$ cat config.mk
export PLATFORM = sky130hd
export DESIGN_NAME = phy_tx_arbiter
export DESIGN_NICKNAME = d
export VERILOG_FILES = /design/src/rtl/phy_tx_arbiter.sv
export SDC_FILE = /design/constraint.sdc
export NUM_CORES = 1
export LEC_CHECK = 0
export CELL_PAD_IN_SITES_DETAIL_PLACEMENT = 0
export CELL_PAD_IN_SITES_GLOBAL_PLACEMENT = 1
export CORE_AREA = 2 2 194 196
export DETAILED_ROUTE_END_ITERATION = 7
export DIE_AREA = 0 0 196 198
export PLACE_DENSITY_LB_ADDON = 0.1
export SYNTH_ARGS = -nofsm -noshare
export SYNTH_HDL_FRONTEND = slang
export SYNTH_SLANG_ARGS = --single-unit
$ cat constraint.sdc
create_clock -name clk_i -period 5.39 [get_ports clk_i]
set_input_delay 0.8085 -clock clk_i [delete_from_list [all_inputs] [get_ports clk_i]]
set_output_delay 0.8085 -clock clk_i [all_outputs]
set_load 0.01 [all_outputs]
$ cat src/rtl/phy_tx_arbiter.sv
// Packet-atomic merge of the ordered-set and DLL AXIS streams onto one multi-lane AXIS stream.
// Ordered sets win at boundaries, bounded by a data starvation guard; optional logical-idle fill.
module phy_tx_arbiter #(
  parameter int unsigned MAX_NUM_LANES = 4,
  parameter int unsigned DATA_WIDTH    = 32,
  parameter int unsigned KEEP_WIDTH    = DATA_WIDTH/8,
  parameter int unsigned USER_WIDTH    = 4,
  parameter int unsigned STARVE_LIMIT  = 4
) (
  input  logic                                clk_i,
  input  logic                                rst_i,
  input  logic [MAX_NUM_LANES*DATA_WIDTH-1:0] s_os_axis_tdata,
  input  logic [MAX_NUM_LANES*KEEP_WIDTH-1:0] s_os_axis_tkeep,
  input  logic [MAX_NUM_LANES*USER_WIDTH-1:0] s_os_axis_tuser,
  input  logic                                s_os_axis_tvalid,
  input  logic                                s_os_axis_tlast,
  output logic                                s_os_axis_tready,
  input  logic [MAX_NUM_LANES*DATA_WIDTH-1:0] s_dl_axis_tdata,
  input  logic [MAX_NUM_LANES*KEEP_WIDTH-1:0] s_dl_axis_tkeep,
  input  logic [MAX_NUM_LANES*USER_WIDTH-1:0] s_dl_axis_tuser,
  input  logic                                s_dl_axis_tvalid,
  input  logic                                s_dl_axis_tlast,
  output logic                                s_dl_axis_tready,
  input  logic                                link_up_i,
  input  logic                                idle_fill_en_i,
  output logic [MAX_NUM_LANES*DATA_WIDTH-1:0] m_axis_tdata,
  output logic [MAX_NUM_LANES*KEEP_WIDTH-1:0] m_axis_tkeep,
  output logic [MAX_NUM_LANES*USER_WIDTH-1:0] m_axis_tuser,
  output logic                                m_axis_tvalid,
  output logic                                m_axis_tlast,
  input  logic                                m_axis_tready,
  output logic                                os_active_o,
  output logic                                idle_inserted_o
);

  localparam int unsigned TDW = MAX_NUM_LANES * DATA_WIDTH;
  localparam int unsigned TKW = MAX_NUM_LANES * KEEP_WIDTH;
  localparam int unsigned TUW = MAX_NUM_LANES * USER_WIDTH;
  localparam int unsigned CW  = 8;
  localparam logic [CW-1:0] STARVE_MAX = CW'(STARVE_LIMIT);
  localparam logic [CW-1:0] CNT_SAT    = '1;

  typedef enum logic [1:0] {ST_ARB, ST_OS, ST_DL} state_t;

  state_t        state_q, state_d;
  logic [CW-1:0] starve_cnt_q, starve_cnt_d;
  logic          os_waited_q, os_waited_d;
  logic          ld, dl_elig, grant_os, grant_dl;
  logic          xfer_os, xfer_dl, load_idle, os_waited_now;

  // State, starvation counter and "data was waiting at OS grant" flag
  always_ff @(posedge clk_i or posedge rst_i) begin
    if (rst_i) begin
      state_q      <= ST_ARB;
      starve_cnt_q <= '0;
      os_waited_q  <= 1'b0;
    end else begin
      state_q      <= state_d;
      starve_cnt_q <= starve_cnt_d;
      os_waited_q  <= os_waited_d;
    end
  end

  // Grant, handshake and next-state logic
  always_comb begin
    state_d       = state_q;
    starve_cnt_d  = starve_cnt_q;
    os_waited_d   = os_waited_q;
    grant_os      = 1'b0;
    grant_dl      = 1'b0;
    os_waited_now = os_waited_q;
    ld            = !m_axis_tvalid || m_axis_tready;
    dl_elig       = s_dl_axis_tvalid && link_up_i;

    case (state_q)
      ST_ARB: begin
        if (s_os_axis_tvalid && ((starve_cnt_q < STARVE_MAX) || !dl_elig)) grant_os = 1'b1;
        else if (dl_elig)                                                   grant_dl = 1'b1;
      end
      ST_OS:   grant_os = 1'b1;
      ST_DL:   grant_dl = 1'b1;
      default: ;
    endcase

    xfer_os   = ld && grant_os && s_os_axis_tvalid;
    xfer_dl   = ld && grant_dl && s_dl_axis_tvalid;
    load_idle = (state_q == ST_ARB) && !grant_os && !grant_dl && idle_fill_en_i && ld;

    if (state_q == ST_ARB) os_waited_now = dl_elig;

    if (xfer_os) begin
      os_waited_d = os_waited_now;
      if (s_os_axis_tlast) begin
        state_d = ST_ARB;
        if (os_waited_now && (starve_cnt_q != CNT_SAT)) starve_cnt_d = starve_cnt_q + CW'(1);
      end else begin
        state_d = ST_OS;
      end
    end else if (xfer_dl) begin
      if (s_dl_axis_tlast) begin
        state_d      = ST_ARB;
        starve_cnt_d = '0;
      end else begin
        state_d = ST_DL;
      end
    end
  end

  assign s_os_axis_tready = ld && grant_os && !rst_i;
  assign s_dl_axis_tready = ld && grant_dl && !rst_i;

  // Output register: granted beat, idle word, or drain
  always_ff @(posedge clk_i or posedge rst_i) begin
    if (rst_i) begin
      m_axis_tdata    <= '0;
      m_axis_tkeep    <= '0;
      m_axis_tuser    <= '0;
      m_axis_tvalid   <= 1'b0;
      m_axis_tlast    <= 1'b0;
      os_active_o     <= 1'b0;
      idle_inserted_o <= 1'b0;
    end else begin
      os_active_o     <= (state_d == ST_OS);
      idle_inserted_o <= load_idle;
      if (xfer_os) begin
        m_axis_tdata  <= s_os_axis_tdata;
        m_axis_tkeep  <= s_os_axis_tkeep;
        m_axis_tuser  <= s_os_axis_tuser;
        m_axis_tlast  <= s_os_axis_tlast;
        m_axis_tvalid <= 1'b1;
      end else if (xfer_dl) begin
        m_axis_tdata  <= s_dl_axis_tdata;
        m_axis_tkeep  <= s_dl_axis_tkeep;
        m_axis_tuser  <= s_dl_axis_tuser;
        m_axis_tlast  <= s_dl_axis_tlast;
        m_axis_tvalid <= 1'b1;
      end else if (load_idle) begin
        m_axis_tdata  <= TDW'(0);
        m_axis_tkeep  <= {TKW{1'b1}};
        m_axis_tuser  <= TUW'(0);
        m_axis_tlast  <= 1'b1;
        m_axis_tvalid <= 1'b1;
      end else if (ld) begin
        m_axis_tvalid <= 1'b0;
      end
    end
  end

endmodule

## After elaboration in Yosys (flattened, before gate mapping)

Cells that the tools add are included.

- Memory bits (read-only): 0
- Flip-flop bits (word level): 175
- Memories: 0
- Bits of input ports: 329
- Memory bits (writable): 0
- Latch bits: 0
- Logic and storage cells: 75

- Equality and inequality tests: 6
- Reduce and logical (&&, ||, !) cells: 26
- Multiplexer cells: 31
- Bitwise operators: 0
- Magnitude comparators: 1
- $add $sub $neg: 1
- Multiply operators: 0
- Div/mod/pow operators: 0
- Shift-type cells: 0

Operators by type and width:

| kind | count |
|---|---|
| $mux 128 | 3 |
| $mux 16 | 6 |
| $mux 8 | 5 |
| $logic_and 1x1->1 | 13 |
| $mux 1 | 12 |
| $add 8x1->8 const B | 1 |
| $lt 8x3->1 const B | 1 |
| $ne 8x8->1 const B | 1 |
| $mux 2 | 3 |
| $logic_not 1->1 | 5 |
| $eq 2x1->1 const B | 2 |
| $pmux 1 s2 | 2 |
| $reduce_and 4->1 | 1 |
| $reduce_bool 2->1 | 2 |
| $reduce_bool 4->1 | 1 |
| $reduce_bool 3->1 | 1 |
| $eq 2x2->1 const B | 1 |
| $logic_not 2->1 | 1 |
| $logic_or 1x1->1 | 2 |
| $ne 2x1->1 const B | 1 |
| $ne 2x2->1 const B | 1 |

## Depth between registers and ports, before layout

- Word-level depth: 14
- Gate-level depth with buffers: 9

## Worst setup path after synthesis

OpenSTA, ideal clock, no wires.

- Path type: input to register
- From: input m_axis_tready
- To: register m_axis_tdata[10]
- Data arrival time: 2375 ps
- Stages: 8
- Library setup time: 64 ps
- Slack: 2951 ps
- Buffers on the path: 3
- Cells stage by stage: nor2b_1 -> clkbuf_1 -> or4b_4 -> nor2_4 -> buf_4 -> clkbuf_1 -> a22o_1 -> a21o_1

- Longest elaborated chain between the ends: 5
- Elaborated cells on any way between the ends: 9

Ends and longest elaborated chain:

| item | RTL line | text |
|---|---|---|
| from (decl) | 31 | `input logic m_axis_tready,` |
| $logic_or 1x1->1 * | 72 | `ld = !m_axis_tvalid \|\| m_axis_tready;` |
| $logic_and 1x1->1 (2 in a row) | 86 | `xfer_dl = ld && grant_dl && s_dl_axis_tvalid;` |
| $mux 128 | 131 | `end else if (xfer_dl) begin` |
| $mux 128 | 125 | `if (xfer_os) begin` |
| to (signal assigned) | 126 | `m_axis_tdata <= s_os_axis_tdata;` |
| to (signal assigned) | 132 | `m_axis_tdata <= s_dl_axis_tdata;` |
| to (decl) | 26 | `output logic [MAX_NUM_LANES*DATA_WIDTH-1:0] m_axis_tdata,` |

Mark *: on every way between the ends. The rest lies on a longest branch, timed or not.
A chain may end at the register's enable or synchronous reset.

## Worst setup path in the final report

- From: input s_os_axis_tvalid
- To: output s_os_axis_tready

- Longest elaborated chain between the ends: 5

Ends and longest elaborated chain:

| item | RTL line | text |
|---|---|---|
| from (decl) | 15 | `input logic s_os_axis_tvalid,` |
| $logic_and 1x1->1 | 77 | `if (s_os_axis_tvalid && ((starve_cnt_q < STARVE_MAX) \|\| !dl_elig)) grant_os = 1'b1;` |
| $mux 1 | 77 |  |
| $pmux 1 s2 | 75 | `case (state_q)` |
| $logic_and 1x1->1 (2 in a row) | 109 | `assign s_os_axis_tready = ld && grant_os && !rst_i;` |
| to (decl) | 17 | `output logic s_os_axis_tready,` |

Every way passes these cells.

==> flow_metrics.env <==
export IMPL_p_sw_mw=2.49
export IMPL_gp_congestion=0.729
export IMPL_slew_headroom=0.402
export IMPL_hold_path_class="flip-flop to flip-flop"
export IMPL_syn_area_um2=7750
export IMPL_regArea_um2=4380
export IMPL_hold_violations=0
export IMPL_max_freq_ghz=0.289
export IMPL_worst_path_most_repeated_cell="clkdlybuf4s50_1"
export IMPL_ys_warnings_count=0
export IMPL_multi_input_area_um2=3040
export IMPL_overflow=0
export IMPL_muxShareOfSynthArea=0.00129
export IMPL_netlist_top_cell_by_area="dfrtp_1"
export IMPL_cts_tree="done"
export IMPL_irDropWorstVdd_uv=271
export IMPL_hold_path_end="m_axis_tuser[8]"
export IMPL_yosys_area_share_simple=0.0341
export IMPL_antenna_found_initial=3
export IMPL_start_util=0.210
export IMPL_synth_ff_type="dfrtp_1"
export IMPL_pwr_share_seq=0.323
export IMPL_fin_crit_sh=0.643
export IMPL_grt_max_degree=123
export IMPL_synthCells=649
export IMPL_setup_viol=0
export IMPL_ys_ff_latch=175
export IMPL_switching_share=0.351
export IMPL_clk_pin_slew_ns=0.07
export IMPL_clk_insertion_delay_late_ns=0.44
export IMPL_leakagePower_nw=6.44
export IMPL_cts_inserted_buffers=17
export IMPL_fin_area_um2=13800
export IMPL_power_frac_comb=0.491
export IMPL_fin_crit_ns=3.46
export IMPL_wl_um=32900
export IMPL_synthXorXnorAreaFrac=0
export IMPL_worstPathArrival_ns=2.66
export IMPL_grt_pass1_vias=7406
export IMPL_clk_path_buf_depth=2
export IMPL_cp_slowest_cell="clkdlybuf4s50_1"
export IMPL_drt_pre_antenna_iters=5
export IMPL_r2r_slack_ns=2.58
export IMPL_synth_compound_area_share=0.355
export IMPL_post_synth_top_count_cell="dfrtp_1"
export IMPL_synthTopCellsByArea="dfrtp_1 57%, a22o_1 16%, a21o_1 14%"
export IMPL_synthAdderAreaFrac=0.00161
export IMPL_path_max_fanout=5
export IMPL_hp_start="m_axis_tuser[8]"
export IMPL_drive_gt1_frac=0.0434
export IMPL_post_drt_via_cell_ratio=4.46
export IMPL_maxCapViolCount=0
export IMPL_worst_setup_path_type="input port to output pin"
export IMPL_crit_required_ns=4.58
export IMPL_rsz0062_at_grt="false"
export IMPL_reg2reg_from="state_q[1]"
export IMPL_intPower_mw=4.60
export IMPL_area_growth_pct=77.7
export IMPL_tightest_slew_ns=0.895
export IMPL_syn_nets=979
export IMPL_wl_per_cell_um=20.5
export IMPL_skew_ns=0.00745
export IMPL_h_tree_depth=4
export IMPL_die_h_um=198
export IMPL_die_w_um=196
export IMPL_synth_edff_count=0
export IMPL_power_frac_clock=0.186
export IMPL_die_area_um2=38800
export IMPL_drc=0
export IMPL_vias=7153
export IMPL_fin_hold_ws_ns=0.474
export IMPL_r2r_cells=6
export IMPL_drt_iter0_drc=233
export IMPL_rows=71
export IMPL_synth_top_family_by_area="compound AO/OA/AOI/OAI gates"
export IMPL_root_buffer="clkbuf_16"
export IMPL_grt_pass1_wl_um=47800
export IMPL_worst_path_largest_cell_delay_ns=0.61
export IMPL_postRouteAntennaNets=0
export IMPL_holdPathStages=1
export IMPL_cts_setup_buffers=0
export IMPL_portBuffers=494
export IMPL_ys_seq_area_frac=0.565
export IMPL_hpwl_um=24100
export IMPL_io_pins=495
export IMPL_async_reset_ff_frac=1.00
export IMPL_timing_rr_end="m_axis_tdata[97]"
export IMPL_status="finished, final reports clean"
export IMPL_cts_sinks=175
export IMPL_startpoint_type="input port"
export IMPL_cp_end_kind="output pin"
export IMPL_netlist_area_leader_share=0.565
export IMPL_ctsResizeCount=0
export IMPL_nets=1446
export IMPL_track_usage=0.166
export IMPL_syn_area_per_cell_um2=11.9
export IMPL_setup_tns_ns=0
export IMPL_cts_hold_buf=0
export IMPL_ys_types=43
export IMPL_power_density_nw_per_um2=515
export IMPL_crit_chain="clkdlybuf4s50_1, nor4b_4, a221oi_1, nor4_1, clkdlybuf4s50_1"
export IMPL_drv_slew=0
export IMPL_fillCellCount=3679
export IMPL_core_area_um2=37000
export IMPL_placed_area_um2=13200
export IMPL_synth_common_cells="175 x dfrtp_1, 145 x a21o_1, 145 x a22o_1"
-- worst max-delay path: cells and delay by family --
kind / cells / cell delay [ns]
simple gates: 2 / 0.52
buf+inv: 2 / 1.15
compound gates: 1 / 0.18
-- cell families (layout without fill, tap and decap cells) --
logic type / count (synthesis) / in the layout
AO/OA/AOI/OAI: 353 / 353
adder cells (fa/ha/maj): 1 / 1
buffers and inverters: 77 / 557
flip-flops: 175 / 175
multiplexers: 1 / 1
other: 0 / 2
AND/OR/NAND/NOR: 42 / 42
-- power groups by stage --
stage               sequential [mW]  combinational, mW  clock (mW)
finish                         2.29               3.48        1.32
global route                   2.38               3.75        1.43
CTS                            2.30               3.57        1.38
detailed placement             2.31               3.56           0
global placement               2.30               3.57           0
floorplan                      2.55               1.36           0
-- how the worst max path moves through the flow --
stage          slack (ns)  cells past startpoint              from                end
2_1_floorplan        2.34                      1             rst_i    idle_inserted_o
3_3_place_gp         1.75                      7  s_os_axis_tvalid  m_axis_tdata[104]
3_5_place_dp         1.71                      7  s_os_axis_tvalid   m_axis_tdata[95]
4_1_cts              1.91                      5  s_os_axis_tvalid   s_os_axis_tready
5_1_grt              1.81                      5  s_os_axis_tvalid   s_os_axis_tready
6_report             1.93                      5  s_os_axis_tvalid   s_os_axis_tready
-- cell usage in the layout (no fill, tap or decap), drive strengths merged, types with 2 or more instances in the layout --
cell	instances
a21boi	2
nor3	6
o21a	3
nor3b	2
a22o	145
o21ai	5
clkbuf	17
nor4	3
nor2	7
buf	11
diode	2
o22ai	16
dfrtp	175
and2	3
a21oi	20
nand2	8
clkinvlp	6
o31ai	2
a21o	145
bufinv	3
nand3	3
a211o	2
clkdlybuf4s50	494
nor2b	2
inv	22
a31oi	7
clkinv	4
-- routing by layer --
layer  track usage  vias up  part of all wire
met2         0.290      277              0.51
met1         0.194     3439              0.40
met4        0.0519        2             0.014
li1              -     3415                 -
met3        0.0509       20             0.071
met5             0        -           0.00039
-- final cells by class --
class                           instances  area share
Timing Repair Buffer                  505       0.368
Clock buffer                           17      0.0309
Sequential cell                       175       0.318
Inverter                               20     0.00572
Multi-Input combinational cell        397       0.221
Clock inverter                         15      0.0134
Tap cell                              474      0.0431
Antenna cell                            2    0.000363
-- sequential cells by signal, indices dropped and copies added, names as in the netlist --
name	flops
os_active_o	1
m_axis_tdata	128
m_axis_tlast	1
m_axis_tvalid	1
os_waited_q	1
state_q	2
starve_cnt_q	8
m_axis_tuser	16
idle_inserted_o	1
m_axis_tkeep	16
-- stage by stage --
step	total power [mW]	setup WS [ns]	utilization	std cells
floorplan	3.91	2.34	-	649
global placement	5.87	1.75	0.356	1571
detailed placement	5.86	1.71	0.356	1571
CTS	7.24	1.91	0.372	1603
global route	7.56	1.81	0.373	1605
finish	7.09	1.93	0.373	1605
Note: power is estimated with default switching activity, not from simulation.
